--- config.mk ---
export PLATFORM = sky130hd
export DESIGN_NAME = beatmap_writer_flat
export DESIGN_NICKNAME = d
export VERILOG_FILES = /design/src/rtl/beatmap_writer_if.sv /design/src/rtl/beatmap_writer.sv /design/src/flat_wrapper.sv
export SDC_FILE = /design/constraint.sdc
export NUM_CORES = 1
export LEC_CHECK = 0
export ABC_AREA = 1
export BUFFER_PORTS_ARGS = -buffer_cell sky130_fd_sc_hd__clkbuf_2
export CAP_MARGIN = 40
export CORE_ASPECT_RATIO = 1.75
export CORE_MARGIN = 2
export CORE_UTILIZATION = 45
export DETAILED_ROUTE_END_ITERATION = 10
export PLACE_DENSITY_LB_ADDON = 0.3
export SKIP_LAST_GASP = 1
export SYNTH_ARGS = -nofsm -noshare
export SYNTH_HDL_FRONTEND = slang
export SYNTH_SLANG_ARGS = --single-unit
--- constraint.sdc ---
create_clock -name clk_in -period 1.8 [get_ports clk_in]
set_input_delay 0.09 -clock clk_in [delete_from_list [all_inputs] [get_ports clk_in]]
set_output_delay 0.09 -clock clk_in [all_outputs]
set_load 0.005 [all_outputs]
--- src/rtl/beatmap_writer_if.sv ---
// Upload-side and RAM-write-side signals of beatmap_writer, bundled with
// modports for the writer (slave) and its driver/observer (master).
interface beatmap_writer_if #(
    parameter int unsigned ADDR_W = 9
);
    logic              start_in;
    logic              finish_in;
    logic [7:0]        byte_in;
    logic              byte_valid_in;
    logic              byte_ready_out;
    logic [ADDR_W-1:0] ram_addr_out;
    logic [47:0]       ram_din_out;
    logic              ram_we_out;
    logic [ADDR_W-1:0] record_count_out;
    logic              busy_out;
    logic              done_out;
    logic [1:0]        error_out;

    modport slave (
        input  start_in, finish_in, byte_in, byte_valid_in,
        output byte_ready_out, ram_addr_out, ram_din_out, ram_we_out,
        output record_count_out, busy_out, done_out, error_out
    );

    modport master (
        output start_in, finish_in, byte_in, byte_valid_in,
        input  byte_ready_out, ram_addr_out, ram_din_out, ram_we_out,
        input  record_count_out, busy_out, done_out, error_out
    );
endinterface

--- src/rtl/beatmap_writer.sv ---
// Packs a byte stream into validated 48-bit block records and writes them to
// RAM addresses 1..N, then commits the record count at address 0.
module beatmap_writer #(
    parameter int unsigned MAX_BLOCK_SIZE = 256,
    parameter int unsigned ADDR_W         = $clog2(MAX_BLOCK_SIZE) + 1
) (
    input  logic            clk_in,
    input  logic            rst_in,
    beatmap_writer_if.slave bus
);
    localparam int unsigned REC_W   = 48;
    localparam int unsigned ASM_W   = 46;
    localparam int unsigned TIME_W  = 18;
    localparam int unsigned IDX_W   = 3;
    localparam int unsigned DIR_MAX = 4;
    localparam int unsigned LAST_IX = 5;

    typedef enum logic [2:0] {IDLE, RECV, WRITE, COMMIT, DONE, ERROR} state_e;

    state_e            state_q, state_d;
    logic [ADDR_W-1:0] count_q, count_d;
    logic [IDX_W-1:0]  byte_idx_q, byte_idx_d;
    logic [TIME_W-1:0] last_time_q, last_time_d;
    logic [ASM_W-1:0]  asm_q, asm_d;
    logic [ADDR_W-1:0] addr_q, addr_d;
    logic [REC_W-1:0]  din_q, din_d;
    logic              we_q, we_d;
    logic              busy_q, busy_d;
    logic              done_q, done_d;
    logic [1:0]        error_q, error_d;

    logic [TIME_W-1:0] rec_time;
    logic [2:0]        rec_dir;
    logic              byte_fire;

    // The assembly register is only 46 bits wide, so byte0[7:6] falls off the top.
    assign rec_time  = asm_q[21:4];
    assign rec_dir   = asm_q[2:0];
    assign bus.byte_ready_out = (state_q == RECV) && !bus.finish_in;
    assign byte_fire = bus.byte_ready_out && bus.byte_valid_in;

    always_comb begin
        state_d     = state_q;
        count_d     = count_q;
        byte_idx_d  = byte_idx_q;
        last_time_d = last_time_q;
        asm_d       = asm_q;
        addr_d      = addr_q;
        din_d       = din_q;
        we_d        = 1'b0;
        error_d     = error_q;

        unique case (state_q)
            IDLE, DONE, ERROR: begin
                if (bus.start_in) begin
                    count_d     = '0;
                    byte_idx_d  = '0;
                    last_time_d = '0;
                    error_d     = 2'd0;
                    state_d     = RECV;
                end
            end
            RECV: begin
                if (bus.finish_in) begin
                    if (byte_idx_q == '0) begin
                        state_d = COMMIT;
                    end else begin
                        error_d = 2'd3;
                        state_d = ERROR;
                    end
                end else if (byte_fire) begin
                    asm_d = {asm_q[ASM_W-9:0], bus.byte_in};
                    if (byte_idx_q == IDX_W'(LAST_IX)) begin
                        byte_idx_d = '0;
                        state_d    = WRITE;
                    end else begin
                        byte_idx_d = byte_idx_q + IDX_W'(1);
                    end
                end
            end
            WRITE: begin
                if (rec_dir > 3'(DIR_MAX)) begin
                    error_d = 2'd1;
                    state_d = ERROR;
                end else if (rec_time < last_time_q) begin
                    error_d = 2'd2;
                    state_d = ERROR;
                end else if (count_q == ADDR_W'(MAX_BLOCK_SIZE)) begin
                    error_d = 2'd3;
                    state_d = ERROR;
                end else begin
                    we_d        = 1'b1;
                    addr_d      = count_q + ADDR_W'(1);
                    din_d       = {2'b00, asm_q};
                    count_d     = count_q + ADDR_W'(1);
                    last_time_d = rec_time;
                    state_d     = RECV;
                end
            end
            COMMIT: begin
                we_d    = 1'b1;
                addr_d  = '0;
                din_d   = REC_W'(count_q);
                state_d = DONE;
            end
            default: state_d = IDLE;
        endcase

        busy_d = (state_d == RECV) || (state_d == WRITE) || (state_d == COMMIT);
        done_d = (state_d == DONE);
    end

    always_ff @(posedge clk_in) begin
        if (rst_in) begin
            state_q     <= IDLE;
            count_q     <= '0;
            byte_idx_q  <= '0;
            last_time_q <= '0;
            asm_q       <= '0;
            addr_q      <= '0;
            din_q       <= '0;
            we_q        <= 1'b0;
            busy_q      <= 1'b0;
            done_q      <= 1'b0;
            error_q     <= 2'd0;
        end else begin
            state_q     <= state_d;
            count_q     <= count_d;
            byte_idx_q  <= byte_idx_d;
            last_time_q <= last_time_d;
            asm_q       <= asm_d;
            addr_q      <= addr_d;
            din_q       <= din_d;
            we_q        <= we_d;
            busy_q      <= busy_d;
            done_q      <= done_d;
            error_q     <= error_d;
        end
    end

    assign bus.ram_addr_out     = addr_q;
    assign bus.ram_din_out      = din_q;
    assign bus.ram_we_out       = we_q;
    assign bus.record_count_out = count_q;
    assign bus.busy_out         = busy_q;
    assign bus.done_out         = done_q;
    assign bus.error_out        = error_q;
endmodule

--- src/flat_wrapper.sv ---
// flat-port wrapper written by rule: the top's interface ports become plain ports
module beatmap_writer_flat 
#(
    parameter int unsigned MAX_BLOCK_SIZE = 256,
    parameter int unsigned ADDR_W         = $clog2(MAX_BLOCK_SIZE) + 1
)
  (clk_in, rst_in, bus_start_in, bus_finish_in, bus_byte_in, bus_byte_valid_in, bus_byte_ready_out, bus_ram_addr_out, bus_ram_din_out, bus_ram_we_out, bus_record_count_out, bus_busy_out, bus_done_out, bus_error_out);
  beatmap_writer_if #(.ADDR_W(ADDR_W)) bus_i ();
  input  logic clk_in;
  input  logic rst_in;
  input wire logic [$bits(bus_i.start_in)-1:0] bus_start_in;
  input wire logic [$bits(bus_i.finish_in)-1:0] bus_finish_in;
  input wire logic [$bits(bus_i.byte_in)-1:0] bus_byte_in;
  input wire logic [$bits(bus_i.byte_valid_in)-1:0] bus_byte_valid_in;
  output wire logic [$bits(bus_i.byte_ready_out)-1:0] bus_byte_ready_out;
  output wire logic [$bits(bus_i.ram_addr_out)-1:0] bus_ram_addr_out;
  output wire logic [$bits(bus_i.ram_din_out)-1:0] bus_ram_din_out;
  output wire logic [$bits(bus_i.ram_we_out)-1:0] bus_ram_we_out;
  output wire logic [$bits(bus_i.record_count_out)-1:0] bus_record_count_out;
  output wire logic [$bits(bus_i.busy_out)-1:0] bus_busy_out;
  output wire logic [$bits(bus_i.done_out)-1:0] bus_done_out;
  output wire logic [$bits(bus_i.error_out)-1:0] bus_error_out;
  assign bus_i.start_in = bus_start_in;
  assign bus_i.finish_in = bus_finish_in;
  assign bus_i.byte_in = bus_byte_in;
  assign bus_i.byte_valid_in = bus_byte_valid_in;
  assign bus_byte_ready_out = bus_i.byte_ready_out;
  assign bus_ram_addr_out = bus_i.ram_addr_out;
  assign bus_ram_din_out = bus_i.ram_din_out;
  assign bus_ram_we_out = bus_i.ram_we_out;
  assign bus_record_count_out = bus_i.record_count_out;
  assign bus_busy_out = bus_i.busy_out;
  assign bus_done_out = bus_i.done_out;
  assign bus_error_out = bus_i.error_out;
  beatmap_writer #(.MAX_BLOCK_SIZE(MAX_BLOCK_SIZE), .ADDR_W(ADDR_W)) u_core (.clk_in(clk_in), .rst_in(rst_in), .bus(bus_i));
endmodule
==> out/results.ini, run 1 <==
[status]
status = finished with violations
violations = negative hold slack, negative setup slack

[yosys]
synth_area_um2 = 6270
synth_edf_count = 0
synth_warnings = 0
syn_inst = 866
async_flop_share = 0
synth_largest_area_cell = dfxtp_1
avgSynthCellArea_um2 = 7.24
ys_ff_latch = 139
ys_seq_area_frac = 0.444
synth_top_area_frac = 0.444
yosysMostFrequentCell = nand2_1
synth-main-ff-cell = dfxtp_1
synthTopCellsByArea = dfxtp_1 (44%), nand2_1 (11%), nor2_1 (8.1%), a21oi_1 (5.0%), nand3_1 (4.8%)
synthDistinctLibCells = 36
synth_common_cells = nand2_1 (190), dfxtp_1 (139), nor2_1 (136)

[critical_path]
cpMostUsedCell = nand2_1
critPathBufInv = 2
max_stage_delay_ns = 0.43
crit_required_ns = 2.10
path_depth = 12
crit_fanout = 7
critPathTopFamily = simple AND/OR/NAND/NOR gates
slowest_stage = dfxtp_1
path_class = flip-flop to flip-flop
cp-start-kind = flip-flop
endpoint_kind = flip-flop
worstRegToRegCells = 12
crit_arrival_ns = 2.29
crit_chain = ha_4 -> nand2_1 -> a21oi_1 -> nor2_1 -> nand2_1 -> nand2_2 -> nand3_4 -> nand2_8 -> clkinv_8 -> buf_12 -> nand2_1 -> a21oi_2

[global_route]
gr-total-overflow = 0
grt.total_usage = 0.250
antenna_found_initial = 0
grt_pass1_vias = 5912
grt_max_degree = 89
grt_pass1_wl_um = 29300

[power]
powerDensity_nw_per_um2 = 1130
total_power_uw = 9790
ir_worst_vdd_mv = 0.852
p_switching_uw = 3310
p_leak_uw = 0.00398
p_int_uw = 6480
switching_share = 0.338
clock_power_share = 0.347
combPwrFrac = 0.291
pwr-share-seq = 0.362

[floorplan]
die_area_um2 = 14900
pin_count = 85
coreArea_um2 = 13800
die_w_um = 93.2
num_rows = 57
die_height_um = 160
start_util = 0.455

[timing]
maxSlewViolCount = 0
finalSetupViolations = 86
holdWs_ns = -0.00418
worst_pin_slew_ns = 0.524
period_share = 1.10
fin_ws_ns = -0.182
slew_headroom = 0.650
hold_viol_final = 1
rsz0062_at_grt = yes
fmax_ghz = 0.505
min_period_ns = 1.98
fin_skew_ns = 0.00798
tns_ns = -11.20

[place]
dp_hpwl_um = 11700
gp_congestion = 0.891
dp_cells = 1131
portBuffers = 82
place_ws_ns = -0.212

[clock_tree]
ctsHtreeMaxLevel = 4
clock_sinks = 139
clockBufferDepth = 2
insertion_delay_ns = 0.43
path_clk_slew_ns = 0.06
numCtsBuffers = 17
root_buffer = clkbuf_16
cts_tree = yes

[detailed_routing]
final_antenna_net_count = 0
vias_per_cell = 5.32
avgRoutedWirePerCell_um = 16.3
initialDrtViolationCount = 345
vias = 6296
drtPass1Iterations = 5
wl_um = 19300
drcViolationCount = 0

[min_path]
hold_depth = 3
hold_path_class = input port to flip-flop

[final_layout]
antenna_cells = 0
layout.nets = 1025
synthToLayoutAreaGrowth_pct = 38.1
stdcell_count = 1183
drive_above_1_share = 0.323

[job]
max_cap_violations = 0

==> layout make-up <==
cell class	instances	area, um^2
Fill cell	1146	5110
Clock buffer	18	429
Multi-Input combinational cell	610	3480
Sequential cell	139	2790
Inverter	61	241
Clock inverter	14	138
Tap cell	177	221
Timing Repair Buffer	164	1360
==> power groups by stage <==
stage,clock [uW],sequential (uW),combinational [uW]
floorplan,0,3560,1390
global placement,0,3570,2120
detailed placement,0,3580,2140
CTS,3410,3520,2340
global route,3530,3570,3130
finish,3400,3550,2850
==> stage by stage <==
stage	hold slack, ns	utilization	instance area, um^2
floorplan	0.211	-	6270
detailed placement	0.325	0.521	7170
CTS	0.00519	0.588	8100
finish	-0.00418	0.629	8660
global route	0.00502	0.629	8660
global placement	0.317	0.521	7170
==> flip-flops by register name, indices dropped and copies added, names as in the netlist <==
name and count:
u_core.last_time_q 18, u_core.bus.error_out 2, u_core.bus.busy_out 1, u_core.bus.ram_addr_out 9, u_core.bus.ram_we_out 1, u_core.state_q 3
u_core.bus.record_count_out 9, u_core.byte_idx_q 3, u_core.bus.done_out 1, u_core.bus.ram_din_out 46, u_core.asm_q 46
==> worst min-delay path, cell delays in order <==
cell	delay, ns
clkbuf_2	0.08
o21ai_0	0.09
a21oi_1	0.12
==> kinds of logic (layout without fill, tap and decap cells) <==
group                    count (synthesis)  in the layout  share of synthesized area
AO/OA/AOI/OAI                          142            142                      0.124
XOR/XNOR                                 5              5                    0.00699
adder cells (fa/ha/maj)                 19             19                     0.0379
buffers and inverters                  118            257                     0.0830
flip-flops                             139            139                      0.444
other                                    1              2                   0.000598
AND/OR/NAND/NOR                        442            442                      0.303
==> placed cells by master, fill, tap and decap left out, types with 29 or more instances in the layout <==
master | netlist | layout
nand4_1 | 29 | 29
o21ai_0 | 59 | 59
dfxtp_1 | 139 | 134
nand2_2 | 14 | 42
inv_1 | 58 | 49
nand2_1 | 190 | 137
buf_4 | 4 | 50
clkbuf_2 | 0 | 81
a21oi_1 | 63 | 52
nor2_1 | 136 | 131
nand3_1 | 60 | 55
==> final timing paths <==
kind / startpoint / to / slack [ns]
worst max-delay path: u_core.asm_q[11] / u_core.bus.ram_din_out[34] / -0.18
worst min-delay path: bus_byte_in[1] / u_core.asm_q[1] / -0.004
worst max register to register: u_core.asm_q[11] / u_core.bus.ram_din_out[34] / -0.18
worst min register to register: u_core.bus.error_out[1] / u_core.bus.error_out[1] / 0.46
==> metal layers <==
metal  GRT usage  vias up  routed length, um
met4       0.122        0                761
li1            -     3063                  -
met2       0.439      190              10300
met5           0        -                  0
met3      0.0434       53                734
met1       0.287     2990               7540
==> timing repair <==
action | 4_1_cts | 5_1_grt
pin swaps | 7 | 22
hold endpoints to repair | 7 | 0
gates cloned | 3 | 6
resized for setup | 35 | 113
hold buffers | 7 | 0
setup endpoints to repair | 84 | 95
buffers inserted | 2 | 3
Power figures use the tool's default switching activity.
==> run 2: changes to the inputs <==
Settings changed: ABC_AREA 1 to 0, REMOVE_ABC_BUFFERS set to 1.
==> run 2 against run 1 <==
- the run ends with negative setup slack left
- synthesized cell count fell by 28%
- non-clock buffer count is 12 higher
- sequential power decreased by 12%
- register-to-register slack got worse by 0.32 ns
- power decreased by 25%
- sequential share of layout area rose by 1.7 points
- clock power rose by 5%
- routed wire length down 6.4%
- maximum frequency decreased by 14%
- utilization grew 1.7 points
- flip-flop and latch count is the same
- largest cell class unchanged
==> out/results.ini, run 2 <==
[yosys]
synth_largest_area_cell = dfxtp_1
async_flop_share = 0
synthTopCellsByArea = dfxtp_1 (48%), a32o_1 (8.7%), nand2_1 (7.5%), a21oi_1 (5.4%), ha_1 (4.1%)
synthDistinctLibCells = 58
synth_area_um2 = 5840
synth_edf_count = 0
yosysMostFrequentCell = dfxtp_1
ys_seq_area_frac = 0.476
syn_inst = 623
synth_warnings = 0
avgSynthCellArea_um2 = 9.37
ys_ff_latch = 139
synth-main-ff-cell = dfxtp_1
synth_common_cells = dfxtp_1 (139), nand2_1 (116), a21oi_1 (63)
synth_top_area_frac = 0.476

[clock_tree]
clock_sinks = 139
ctsHtreeMaxLevel = 4
root_buffer = clkbuf_16
clockBufferDepth = 2
path_clk_slew_ns = 0.06
numCtsBuffers = 17
cts_tree = yes
insertion_delay_ns = 0.42

[detailed_routing]
avgRoutedWirePerCell_um = 19.0
vias_per_cell = 5.76
drcViolationCount = 0
vias = 5488
initialDrtViolationCount = 498
wl_um = 18100
drtPass1Iterations = 6
final_antenna_net_count = 0

[final_layout]
drive_above_1_share = 0.383
antenna_cells = 0
layout.nets = 802
final_util = 0.646
final_common_cell = dfxtp_1
design_area_um2 = 8260
stdcell_count = 952
synthToLayoutAreaGrowth_pct = 41.5
final_cell_mix = dfxtp_1 (124), nand2_1 (112), clkbuf_2 (82), buf_4 (60), a21oi_1 (57)

[timing]
hold_viol_final = 0
fin_skew_ns = 0.0120
finalSetupViolations = 88
fin_ws_ns = -0.501
slew_headroom = 0.566
maxSlewViolCount = 0
holdWs_ns = 0.0839
min_period_ns = 2.30
worst_pin_slew_ns = 0.651
fmax_ghz = 0.435
rsz0062_at_grt = yes
period_share = 1.28

[global_route]
grt_use_met1 = 0.266
grt-busiest-layer = met2
grt_pass1_wl_um = 27600
grt_use_met2 = 0.459
grt.total_usage = 0.250
grt_max_degree = 52
use_met3 = 0.0516
antenna_found_initial = 0
gr-total-overflow = 0
grt_pass1_vias = 5396

[place]
placed_area_um2 = 6780
dp_hpwl_um = 10400
gp_congestion = 0.897
portBuffers = 82
dp_cells = 894

[critical_path]
critPathBufInv = 2
crit_chain = inv_2 -> ha_4 -> a211oi_2 -> nor2_2 -> nor3_4 -> nand4_4 -> a31oi_4 -> bufbuf_16 -> a32o_1
max_stage_delay_ns = 0.36
path_class = flip-flop to flip-flop
crit_required_ns = 2.16
slowest_stage = a31oi_4
endpoint_kind = flip-flop
crit_arrival_ns = 2.66
crit_fanout = 10
cp-start-kind = flip-flop
critPathTopFamily = compound AO/OA/AOI/OAI gates

[power]
powerDensity_nw_per_um2 = 888
p_int_uw = 5620
p_switching_uw = 1720
switching_share = 0.234
pwr-share-seq = 0.428
total_power_uw = 7340
ir_worst_vdd_mv = 0.733
clock_power_share = 0.485
combPwrFrac = 0.087
p_leak_uw = 0.00329

[floorplan]
coreArea_um2 = 12800
die_w_um = 90.1
die_area_um2 = 13900
die_height_um = 155
pin_count = 85
start_util = 0.456
num_rows = 55

[job]
max_cap_violations = 0

[min_path]
hold_path_class = input port to flip-flop

[status]
status = finished with violations
violations = negative setup slack

run 2: cell types whose count changed after synthesis, moves of 12 or more:
cell      previous run  this run
a31oi_1              1        13
inv_1               58        23
nand2_2             14         1
nand2b_1             0        14
nor2_1             136        19
a32o_1               0        51
nand4_1             29         4
mux2i_1              0        19
nand3_1             60         9
o21ai_0             59         8
nand2_1            190       116
run 2: final cells by class:
type | instances | area [um^2]
clock buffer | 19 | 453
clock inverter | 11 | 145
fill | 1025 | 4540
inverter | 23 | 86.3
multi-input combinational | 413 | 3160
sequential | 139 | 2800
tap | 171 | 214
timing repair buffer | 176 | 1400
run 2: path summary, 6_finish.rpt:
| path | end | slack [ns] | depth (start not counted) | startpoint |
|---|---|---|---|---|
| worst max-delay path | u_core.bus.ram_din_out[11] | -0.50 | 9 | u_core.last_time_q[7] |
| worst min-delay path | u_core.bus.error_out[1] | 0.08 | 4 | bus_start_in |
| worst max register to register | u_core.bus.ram_din_out[11] | -0.50 | 9 | u_core.last_time_q[7] |
| worst min register to register | u_core.asm_q[45] | 0.46 | 2 | u_core.asm_q[45] |
run 2: metrics by stage:
stage / setup WS (ns) / TNS [ns]
final: -0.501 / -32.08
after global routing: -0.579 / -39.81
after CTS: -0.356 / -24.69
after detailed placement: -0.571 / -43.52
after global placement: -0.493 / -35.93
after floorplan: -2.37 / -196.95
run 2: repair_timing:
item | in CTS | in global routing
pin swaps | 37 | 20
setup buffers | 11 | 5
gates resized for setup | 95 | 23
hold buffers | 8 | 0
setup endpoints to repair | 88 | 89
hold endpoints to repair | 8 | 0
cloned | 5 | 2
run 2: metal layers:
| layer | vias to the layer above | share of wire |
|---|---|---|
| li1 | 2532 | - |
| met1 | 2674 | 0.37 |
| met2 | 231 | 0.55 |
| met3 | 51 | 0.054 |
| met4 | 0 | 0.035 |
| met5 | - | 0 |
run 2: kinds of logic after synthesis:
group / Yosys count / synth area share
adders and majority gates: 19 / 0.0407
DFF: 139 / 0.476
xor gates and xnor gates: 7 / 0.0105
muxes: 20 / 0.0345
other: 1 / 0.000642
buffers and inverters: 73 / 0.0653
and+or+nand+nor: 195 / 0.160
AOI/OAI and AO/OA: 169 / 0.211
run 2: power groups by stage:
| stage | logic, uW | clock network, uW | registers [uW] |
|---|---|---|---|
| finish | 642 | 3560 | 3140 |
| global route | 677 | 3710 | 3140 |
| CTS | 599 | 3580 | 3130 |
| detailed placement | 463 | 0 | 3200 |
| global placement | 453 | 0 | 3200 |
| floorplan | 209 | 0 | 3200 |
run 2: worst reg2reg max path: stages, from the launching register on:
cell	delay [ns]
dfxtp_2	0.34
inv_2	0.05
ha_4	0.22
a211oi_2	0.24
nor2_2	0.08
nor3_4	0.29
nand4_4	0.19
a31oi_4	0.36
bufbuf_16	0.35
a32o_1	0.13
